### src/rtl/pixel_array_sequencer_pkg.sv
// Shared pixel-sensor configuration: frame states, default geometry/timing,
// and a small index-width helper used for row/column ports.
package pixel_array_sequencer_pkg;

  localparam int DEF_HEIGHT        = 2;
  localparam int DEF_WIDTH         = 2;
  localparam int DEF_BITS          = 8;
  localparam int DEF_ERASE_CYCLES  = 5;
  localparam int DEF_EXPOSE_CYCLES = 255;

  typedef enum logic [2:0] {
    S_IDLE,
    S_ERASE,
    S_EXPOSE,
    S_CONVERT,
    S_SELECT,
    S_CAPTURE,
    S_STREAM,
    S_DONE
  } seq_state_e;

  typedef logic [DEF_BITS-1:0] pix_word_t;

  // Index width for n entries; a single entry still gets a 1-bit index.
  function automatic int idx_w(input int n);
    return (n > 1) ? $clog2(n) : 1;
  endfunction

endpackage

### src/rtl/pixel_line_buffer.sv
// One-row line buffer: captures all WIDTH words of the array bus on
// cap_en_i and serves one word at a time through a column mux.
module pixel_line_buffer
  import pixel_array_sequencer_pkg::*;
#(
  parameter int WIDTH = DEF_WIDTH,
  parameter int BITS  = DEF_BITS,
  parameter int CW    = idx_w(DEF_WIDTH)
) (
  input  logic                  clk_i,
  input  logic                  reset_i,
  input  logic                  cap_en_i,
  input  logic [WIDTH*BITS-1:0] data_i,
  input  logic [CW-1:0]         col_i,
  output logic [BITS-1:0]       pix_o
);

  logic [WIDTH-1:0][BITS-1:0] buf_q;

  // Whole-row capture; the bus is ignored whenever capture is not enabled.
  always_ff @(posedge clk_i) begin
    if (reset_i)       buf_q <= '0;
    else if (cap_en_i) buf_q <= data_i;
  end

  assign pix_o = buf_q[col_i];

endmodule

### src/rtl/pixel_array_sequencer.sv
// Frame controller beside the pixel array: erase, expose, ramp conversion,
// then row-by-row capture into a line buffer and valid/ready pixel streaming.
module pixel_array_sequencer
  import pixel_array_sequencer_pkg::*;
#(
  parameter int HEIGHT        = DEF_HEIGHT,
  parameter int WIDTH         = DEF_WIDTH,
  parameter int BITS          = DEF_BITS,
  parameter int ERASE_CYCLES  = DEF_ERASE_CYCLES,
  parameter int EXPOSE_CYCLES = DEF_EXPOSE_CYCLES
) (
  input  logic                     clk,
  input  logic                     reset,
  input  logic                     START,
  output logic                     BUSY,
  output logic                     ERASE,
  output logic                     EXPOSE,
  output logic                     ANALOG_RAMP,
  output logic [BITS-1:0]          DIGITAL_RAMP,
  output logic [HEIGHT-1:0]        READ,
  input  logic [WIDTH*BITS-1:0]    ARRAY_DATA,
  output logic [BITS-1:0]          PIX_DATA,
  output logic [idx_w(HEIGHT)-1:0] PIX_ROW,
  output logic [idx_w(WIDTH)-1:0]  PIX_COL,
  output logic                     PIX_VALID,
  input  logic                     PIX_READY,
  output logic                     PIX_LAST,
  output logic                     FRAME_DONE
);

  localparam int RW   = idx_w(HEIGHT);
  localparam int CW   = idx_w(WIDTH);
  localparam int PMAX = (ERASE_CYCLES > EXPOSE_CYCLES) ? ERASE_CYCLES : EXPOSE_CYCLES;
  localparam int PW   = $clog2(PMAX + 1);

  seq_state_e      state_q;
  logic [PW-1:0]   cnt_q;    // erase/expose phase length
  logic [BITS-1:0] ramp_q;   // conversion ramp value
  logic [RW-1:0]   row_q;
  logic [CW-1:0]   col_q;
  logic [BITS-1:0] buf_pix;

  logic row_last, col_last;
  assign row_last = (row_q == RW'(HEIGHT - 1));
  assign col_last = (col_q == CW'(WIDTH - 1));

  // Frame state machine with its phase, ramp, row and column counters.
  always_ff @(posedge clk) begin
    if (reset) begin
      state_q <= S_IDLE;
      cnt_q   <= '0;
      ramp_q  <= '0;
      row_q   <= '0;
      col_q   <= '0;
    end else begin
      case (state_q)
        S_IDLE: begin
          cnt_q <= '0;
          if (START) state_q <= S_ERASE;
        end
        S_ERASE: begin
          if (cnt_q == PW'(ERASE_CYCLES - 1)) begin
            cnt_q   <= '0;
            state_q <= S_EXPOSE;
          end else begin
            cnt_q <= cnt_q + PW'(1);
          end
        end
        S_EXPOSE: begin
          if (cnt_q == PW'(EXPOSE_CYCLES - 1)) begin
            cnt_q   <= '0;
            ramp_q  <= '0;
            state_q <= S_CONVERT;
          end else begin
            cnt_q <= cnt_q + PW'(1);
          end
        end
        S_CONVERT: begin
          if (ramp_q == '1) begin
            ramp_q  <= '0;
            row_q   <= '0;
            state_q <= S_SELECT;
          end else begin
            ramp_q <= ramp_q + BITS'(1);
          end
        end
        S_SELECT:  state_q <= S_CAPTURE;
        S_CAPTURE: begin
          col_q   <= '0;
          state_q <= S_STREAM;
        end
        S_STREAM: begin
          if (PIX_READY) begin
            if (col_last) begin
              col_q <= '0;
              if (row_last) begin
                state_q <= S_DONE;
              end else begin
                row_q   <= row_q + RW'(1);
                state_q <= S_SELECT;
              end
            end else begin
              col_q <= col_q + CW'(1);
            end
          end
        end
        S_DONE: begin
          row_q   <= '0;
          state_q <= S_IDLE;
        end
        default: state_q <= S_IDLE;
      endcase
    end
  end

  // One-hot row select while the selected row settles and is captured.
  always_comb begin
    READ = '0;
    if (state_q == S_SELECT || state_q == S_CAPTURE)
      for (int i = 0; i < HEIGHT; i++) READ[i] = (row_q == RW'(i));
  end

  pixel_line_buffer #(
    .WIDTH (WIDTH),
    .BITS  (BITS),
    .CW    (CW)
  ) u_line_buf (
    .clk_i    (clk),
    .reset_i  (reset),
    .cap_en_i (state_q == S_CAPTURE),
    .data_i   (ARRAY_DATA),
    .col_i    (col_q),
    .pix_o    (buf_pix)
  );

  // Outputs decode directly from registered state, so they are glitch-free
  // and cannot react combinationally to PIX_READY.
  assign BUSY         = (state_q != S_IDLE);
  assign ERASE        = (state_q == S_ERASE);
  assign EXPOSE       = (state_q == S_EXPOSE);
  assign ANALOG_RAMP  = (state_q == S_CONVERT);
  assign DIGITAL_RAMP = ANALOG_RAMP ? ramp_q : '0;
  assign PIX_VALID    = (state_q == S_STREAM);
  assign PIX_DATA     = PIX_VALID ? buf_pix : '0;
  assign PIX_ROW      = PIX_VALID ? row_q : '0;
  assign PIX_COL      = PIX_VALID ? col_q : '0;
  assign PIX_LAST     = PIX_VALID && row_last && col_last;
  assign FRAME_DONE   = (state_q == S_DONE);

endmodule
### config.mk
export PLATFORM = sky130hd
export DESIGN_NAME = pixel_array_sequencer
export DESIGN_NICKNAME = d
export VERILOG_FILES = /design/src/rtl/pixel_array_sequencer_pkg.sv /design/src/rtl/pixel_line_buffer.sv /design/src/rtl/pixel_array_sequencer.sv
export SDC_FILE = /design/constraint.sdc
export NUM_CORES = 1
export LEC_CHECK = 0
export ABC_AREA = 1
export CAP_MARGIN = 5
export CORE_MARGIN = 2
export CORE_UTILIZATION = 30
export CTS_CLUSTER_SIZE = 10
export DETAILED_ROUTE_END_ITERATION = 16
export MAX_ROUTING_LAYER = met4
export PLACE_DENSITY = 0.5
export SLEW_MARGIN = 20
export SYNTH_ARGS = -nofsm -noshare
export SYNTH_HDL_FRONTEND = slang
export SYNTH_HIERARCHICAL = 1
export SYNTH_SLANG_ARGS = --single-unit
### constraint.sdc
create_clock -name clk -period 1.6 [get_ports clk]
set_input_delay 0.32 -clock clk [delete_from_list [all_inputs] [get_ports clk]]
set_output_delay 0.32 -clock clk [all_outputs]
set_load 0.02 [all_outputs]
=== After elaboration in Yosys (flattened, before gate mapping) ===
Index checks and enable logic that the tools add are counted.

* Input port bits: 20
* Bits in registers: 37
* Word-level logic and storage cells: 71
* Output and inout port bits: 27

* Add/sub/neg operators: 4
* Reductions and logical operators: 13
* Magnitude comparators: 1
* Bitwise logic cells: 1
* Eq/ne operators: 16
* Multiplexer cells: 29

{| class="wikitable"
|+ Operators with widths
! cell !! number
|-
| 8-bit two-way mux || 8
|-
| 3-bit one-hot mux with 8 select lines || 1
|-
| 8-bit one-hot mux with 3 select lines || 1
|-
| 3-bit two-way mux || 6
|-
| 8-bit by 1-bit adder with 8-bit output (second input constant) || 2
|-
| 8-bit == test (second input constant) || 2
|-
| 8-bit one-hot mux with 2 select lines || 1
|-
| 3-bit == test (second input constant) || 4
|-
| 2-bit by 1-bit inequality test with 1-bit output (second input constant) || 5
|-
| 3-bit nonzero test || 3
|-
| 8-bit by 3-bit == test with 1-bit output (second input constant) || 1
|-
| 1-bit two-way mux || 8
|-
| 3-bit by 2-bit == test with 1-bit output (second input constant) || 2
|-
| 6-bit AND reduction || 1
|-
| 2-bit two-way mux || 2
|-
| 2-bit AND reduction || 2
|-
| 4-bit AND reduction || 1
|-
| 2-bit nonzero test || 2
|-
| 3-bit by 1-bit == test with 1-bit output (second input constant) || 1
|-
| 3-bit zero test || 1
|-
| 1-bit one-hot mux with 3 select lines || 1
|-
| 1-bit adder (second input constant) || 2
|-
| 1-bit logical AND || 2
|-
| 1-bit by 2-bit less-than comparator with 1-bit output (second input constant) || 1
|-
| other kinds (4) || 4
|}

=== Depth between registers and ports, before layout ===
* Depth in word-level cells: 5
* Gate-level depth with buffers: 11
* Depth with buffers taken out: 11

=== Modules after synthesis ===
Netlist, hierarchy kept.

{| class="wikitable"
|+ By module, submodules not included
! module !! instances !! cells an instance !! area an instance (um2) !! sequential area each (um2)
|-
| pixel_array_sequencer || 1 || 237 || 1565.3 || 420.4
|-
| pixel_line_buffer || 1 || 126 || 778.2 || 320.3
|}

=== Least setup slack after synthesis ===
OpenSTA, ideal clock, no wires.

* Kind: reg-to-output
* Start: register state_q[0]
* End: output DIGITAL_RAMP[0]
* Cell stages (with the launch flop): 6
* Arrival time: 1079 ps
* Path slack: 201 ps
* Data required time: 1280 ps
* Cell sequence: dfxtp_1 > buf_6 > nand2_4 > nor2_8 > inv_4 > nor2_1

* Cells in the longest elaborated chain, start to end: 2

{| class="wikitable"
|+ RTL lines
! what !! line !! source
|-
| start, declared || pixel_array_sequencer.sv:36 || <nowiki>seq_state_e state_q;</nowiki>
|-
| start signal, assigned || pixel_array_sequencer.sv:50 || <nowiki>state_q <= S_IDLE;</nowiki>
|-
| start signal, assigned || pixel_array_sequencer.sv:59 || <nowiki>if (START) state_q <= S_ERASE;</nowiki>
|-
| start signal, assigned || pixel_array_sequencer.sv:64 || <nowiki>state_q <= S_EXPOSE;</nowiki>
|-
| 3-bit by 2-bit == test with 1-bit output || pixel_array_sequencer.sv:141 || <nowiki>assign ANALOG_RAMP = (state_q == S_CONVERT);</nowiki>
|-
| net ANALOG_RAMP || pixel_array_sequencer.sv:18 || <nowiki>output logic ANALOG_RAMP,</nowiki>
|-
| 8-bit two-way mux || pixel_array_sequencer.sv:142 || <nowiki>assign DIGITAL_RAMP = ANALOG_RAMP ? ramp_q : '0;</nowiki>
|-
| end, declared || pixel_array_sequencer.sv:19 || <nowiki>output logic [BITS-1:0] DIGITAL_RAMP,</nowiki>
|}

The timed path passes the listed nets, and every way through them passes these cells.

=== Worst setup path after layout ===
* Start: register col_q, in the netlist col_last
* End: output PIX_DATA[2]

* Cells in the longest elaborated chain, start to end: 3

{| class="wikitable"
|+ RTL lines
! what !! line !! source
|-
| start, declared || pixel_array_sequencer.sv:40 || <nowiki>logic [CW-1:0] col_q;</nowiki>
|-
| start signal, assigned || pixel_array_sequencer.sv:103 || <nowiki>col_q <= col_q + CW'(1);</nowiki>
|-
| 8-bit two-way mux (implied by the code) (2 in series) || pixel_line_buffer.sv:26 || <nowiki>assign pix_o = buf_q[col_i];</nowiki>
|-
| net buf_pix[2] || pixel_array_sequencer.sv:41 || <nowiki>logic [BITS-1:0] buf_pix;</nowiki>
|-
| 8-bit two-way mux || pixel_array_sequencer.sv:144 || <nowiki>assign PIX_DATA = PIX_VALID ? buf_pix : '0;</nowiki>
|-
| end, declared || pixel_array_sequencer.sv:22 || <nowiki>output logic [BITS-1:0] PIX_DATA,</nowiki>
|}

The timed path passes the listed nets, and every way through them passes these cells. The select of a mux whose other input is x is not followed.

==> impl_metrics.tcl <==
set metrics [dict create \
    path_buf_inv 3 \
    critPathMaxFanout 8 \
    hold_path_class "reg2reg" \
    power.density_nw_per_um2 1160 \
    slew-limit-headroom_pct 64.4 \
    clock.fmax_ghz 0.633 \
    wirelength_um 5830 \
    die-area_um2 8530 \
    nNetsFinal 458 \
    synth-seq-area-share_pct 31.6 \
    multi_input_area_um2 1320 \
    crit_required_ns 1.28 \
    synth_xor_area_share_pct 1.49 \
    cp-end-kind "output pin" \
    grt_usage_pct 14.2 \
    ys_ff_latch 37 \
    drt-initial-drc-count 87 \
    port_buffers 46 \
    hp-start "ramp_q[0]" \
    async_flop_share_pct 0 \
    cp_cell_sequence "clkbuf_16 > o21ai_1 > inv_1 > nor2_1 > buf_4" \
    vdd_drop_max_mv 0.489 \
    rsz0062_at_grt "true" \
    yosysMostFrequentCell "nand2_1" \
    ys_warn_count 6 \
    place_ws_ns -0.170 \
    yosys-top-cells-count "nand2_1 (84), nor2_1 (68), inv_1 (59)" \
    reg2reg_from "cnt_q[0]" \
    status "complete, no violations" \
    die-height_um 92.4 \
    start_kind "flip-flop" \
    avgSynthCellArea_um2 6.46 \
    critical_path_class "reg2out" \
    finalHoldViolations 0 \
    syn2layout_area_growth_pct 37.6 \
    finalSetupViolCount 0 \
    netlist_instances 363 \
    yosys.area.top_type "dfxtp_1" \
    via_per_inst 4.26 \
    slew_violations 0 \
    skew_ns 0.0117 \
    synth_cell_types 38 \
    hpwlAfterDp_um 4310 \
    core_area_um2 7650 \
    routabilityCongestion 0.866 \
    synthMuxAreaShare_pct 0 \
    synthSimpleGateAreaFrac_pct 39.6 \
    antenna_left 0 \
    final_util_pct 42.2 \
    cp.arrival_ns 1.26 \
    min_period_ns 1.58 \
    ys_top_cells_by_area "dfxtp_1 (32%), nand2_1 (13%), nor2_1 (11%)" \
    seqCellArea_um2 756 \
    tightest_slew_ns 0.534 \
    antenna_found_initial 0 \
    leakagePower_nw 1.42 \
    clk_path_buf_depth 2 \
    clkLatencyLatePin_ns 0.29 \
    synth-edff-count 0 \
    htreeDepth 2 \
    drc 0 \
    fin_tns_setup_ns 0 \
    vias 2289 \
    grt_pass1_wl_um 9520 \
    io_pins 47 \
    grt_pass1_vias 2064 \
    synth_top_cell_area_share_pct 31.6 \
    post-route-period-util_pct 98.8 \
    synthAdderAreaFrac_pct 2.14 \
    clk_pin_slew_ns 0.09 \
    die_x_um 92.4 \
    crit_start "col_last" \
    cts_tree "done" \
    start_util_pct 30.6 \
    path_delay_family "flip-flops" \
    synth_top_flop_cell "dfxtp_1" \
    grt_max_degree 33 \
    root_buffer "clkbuf_8" \
    wl_per_cell_um 10.9 \
    cp_slowest_cell "dfxtp_4" \
    grt-ovfl-total 0 \
    fill_cells 840 \
    synthesis.nets 387 \
    drive_above_1_share_pct 30.1 \
    finish.instance_area_um2 3230 \
    netlist_area_um2 2340 \
    holdWs_ns 0.447 \
    diodes 0 \
    cts.sinks 37 \
    max_stage_delay_ns 0.38 \
    synth-compound-area-share_pct 10.0 \
    first_pass_iters 4 \
    layout_setup_ws_ns 0.0197 \
    dpl_cell_area_um2 3080 \
    maxCapViolations 0 \
    numCtsBuffers 5 \
    fp-row-count 32 \
    synth_top_family_by_area "simple AND/OR/NAND/NOR gates" \
]
[layout make-up]
| class | instances | share of cell area [%] |
|---|---|---|
| inverters | 68 | 8.03 |
| multi-input cells | 247 | 40.9 |
| clock inverters | 3 | 1.44 |
| well taps | 102 | 3.96 |
| clock buffers | 5 | 2.13 |
| flip-flops and latches | 37 | 23.4 |
| repair buffers | 75 | 20.1 |
[final timing paths]
check                endpoint  slack (ns)  cells past startpoint
setup / recovery  PIX_DATA[2]        0.02                      5
setup reg to reg     cnt_q[7]        0.11                      8
hold reg to reg     ramp_q[0]        0.45                      1
hold / removal      ramp_q[0]        0.45                      1
[worst reg2reg max path: stages, from the launching register on]
cell     delay, ns
dfxtp_1       0.33
inv_1         0.11
ha_1          0.17
nand3_2       0.10
nor2_4        0.16
nor2_4        0.06
nor2_4        0.14
nand2_1       0.14
nor3b_2       0.18
[state kept, by name, summed over array words and instances (netlist names)]
signal	count
u_line_buf/buf_q	16
cnt_q	8
ramp_q	8
state_q	3
col_last	1
row_last	1
[what timing repair did]
item	in CTS	in global routing
endpoints found under the setup margin	29	21
hold endpoints to repair	0	0
gates resized for setup	122	47
cloned	0	1
setup buffers	0	1
pin swaps	0	15
hold buffers	0	0
[cell families (layout without fill, tap and decap cells)]
| logic type | count (synthesis) | count (layout) |
|---|---|---|
| compound gates | 40 | 40 |
| xor+xnor | 4 | 4 |
| fa+ha+maj | 4 | 4 |
| buf+inv | 79 | 151 |
| flops | 37 | 37 |
| simple gates | 199 | 199 |
[cell usage in the layout, fill, tap and decap left out, types with 2 or more instances in the layout]
cell type	synthesis	routed
clkbuf_8	0	5
dfxtp_4	0	3
o21ai_0	16	8
nand2_1	84	80
dfxtp_1	37	31
nand2_2	8	11
inv_1	59	58
nand2_4	2	3
xor2_1	4	4
buf_2	2	9
clkdlybuf4s50_1	0	19
nand3_1	11	11
nand3_2	3	3
nor2_1	68	59
nor2_2	4	11
o211ai_1	2	2
nor3_1	4	4
inv_2	7	8
nor2_4	7	9
o21ai_2	1	7
ha_1	4	3
a21oi_1	13	13
o21ai_1	2	4
dfxtp_2	0	3
buf_6	6	2
buf_12	0	3
buf_4	2	40
nand4_1	2	2
[report_power, final]
| part | switching (mW) | internal, mW | total, mW |
|---|---|---|---|
| Sequential | 0.117 | 1.06 | 1.18 |
| Combinational | 1.00 | 0.731 | 1.74 |
| Clock | 0.370 | 0.467 | 0.837 |
| Total | 1.49 | 2.26 | 3.75 |
[stage by stage]
step	power, mW	std cells
floorplan	2.31	363
global placement	2.90	527
detailed placement	2.90	527
CTS	3.71	535
global route	4.02	537
finish	3.75	537
[layer usage]
metal | track usage (%) | wire, µm | vias up
met5 | - | 0 | -
met2 | 21.5 | 2660 | 36
met4 | 3.73 | 54 | 0
met1 | 19.6 | 2920 | 1007
met3 | 2.69 | 203 | 5
li1 | - | - | 1241
(Power assumes the default switching activity.)
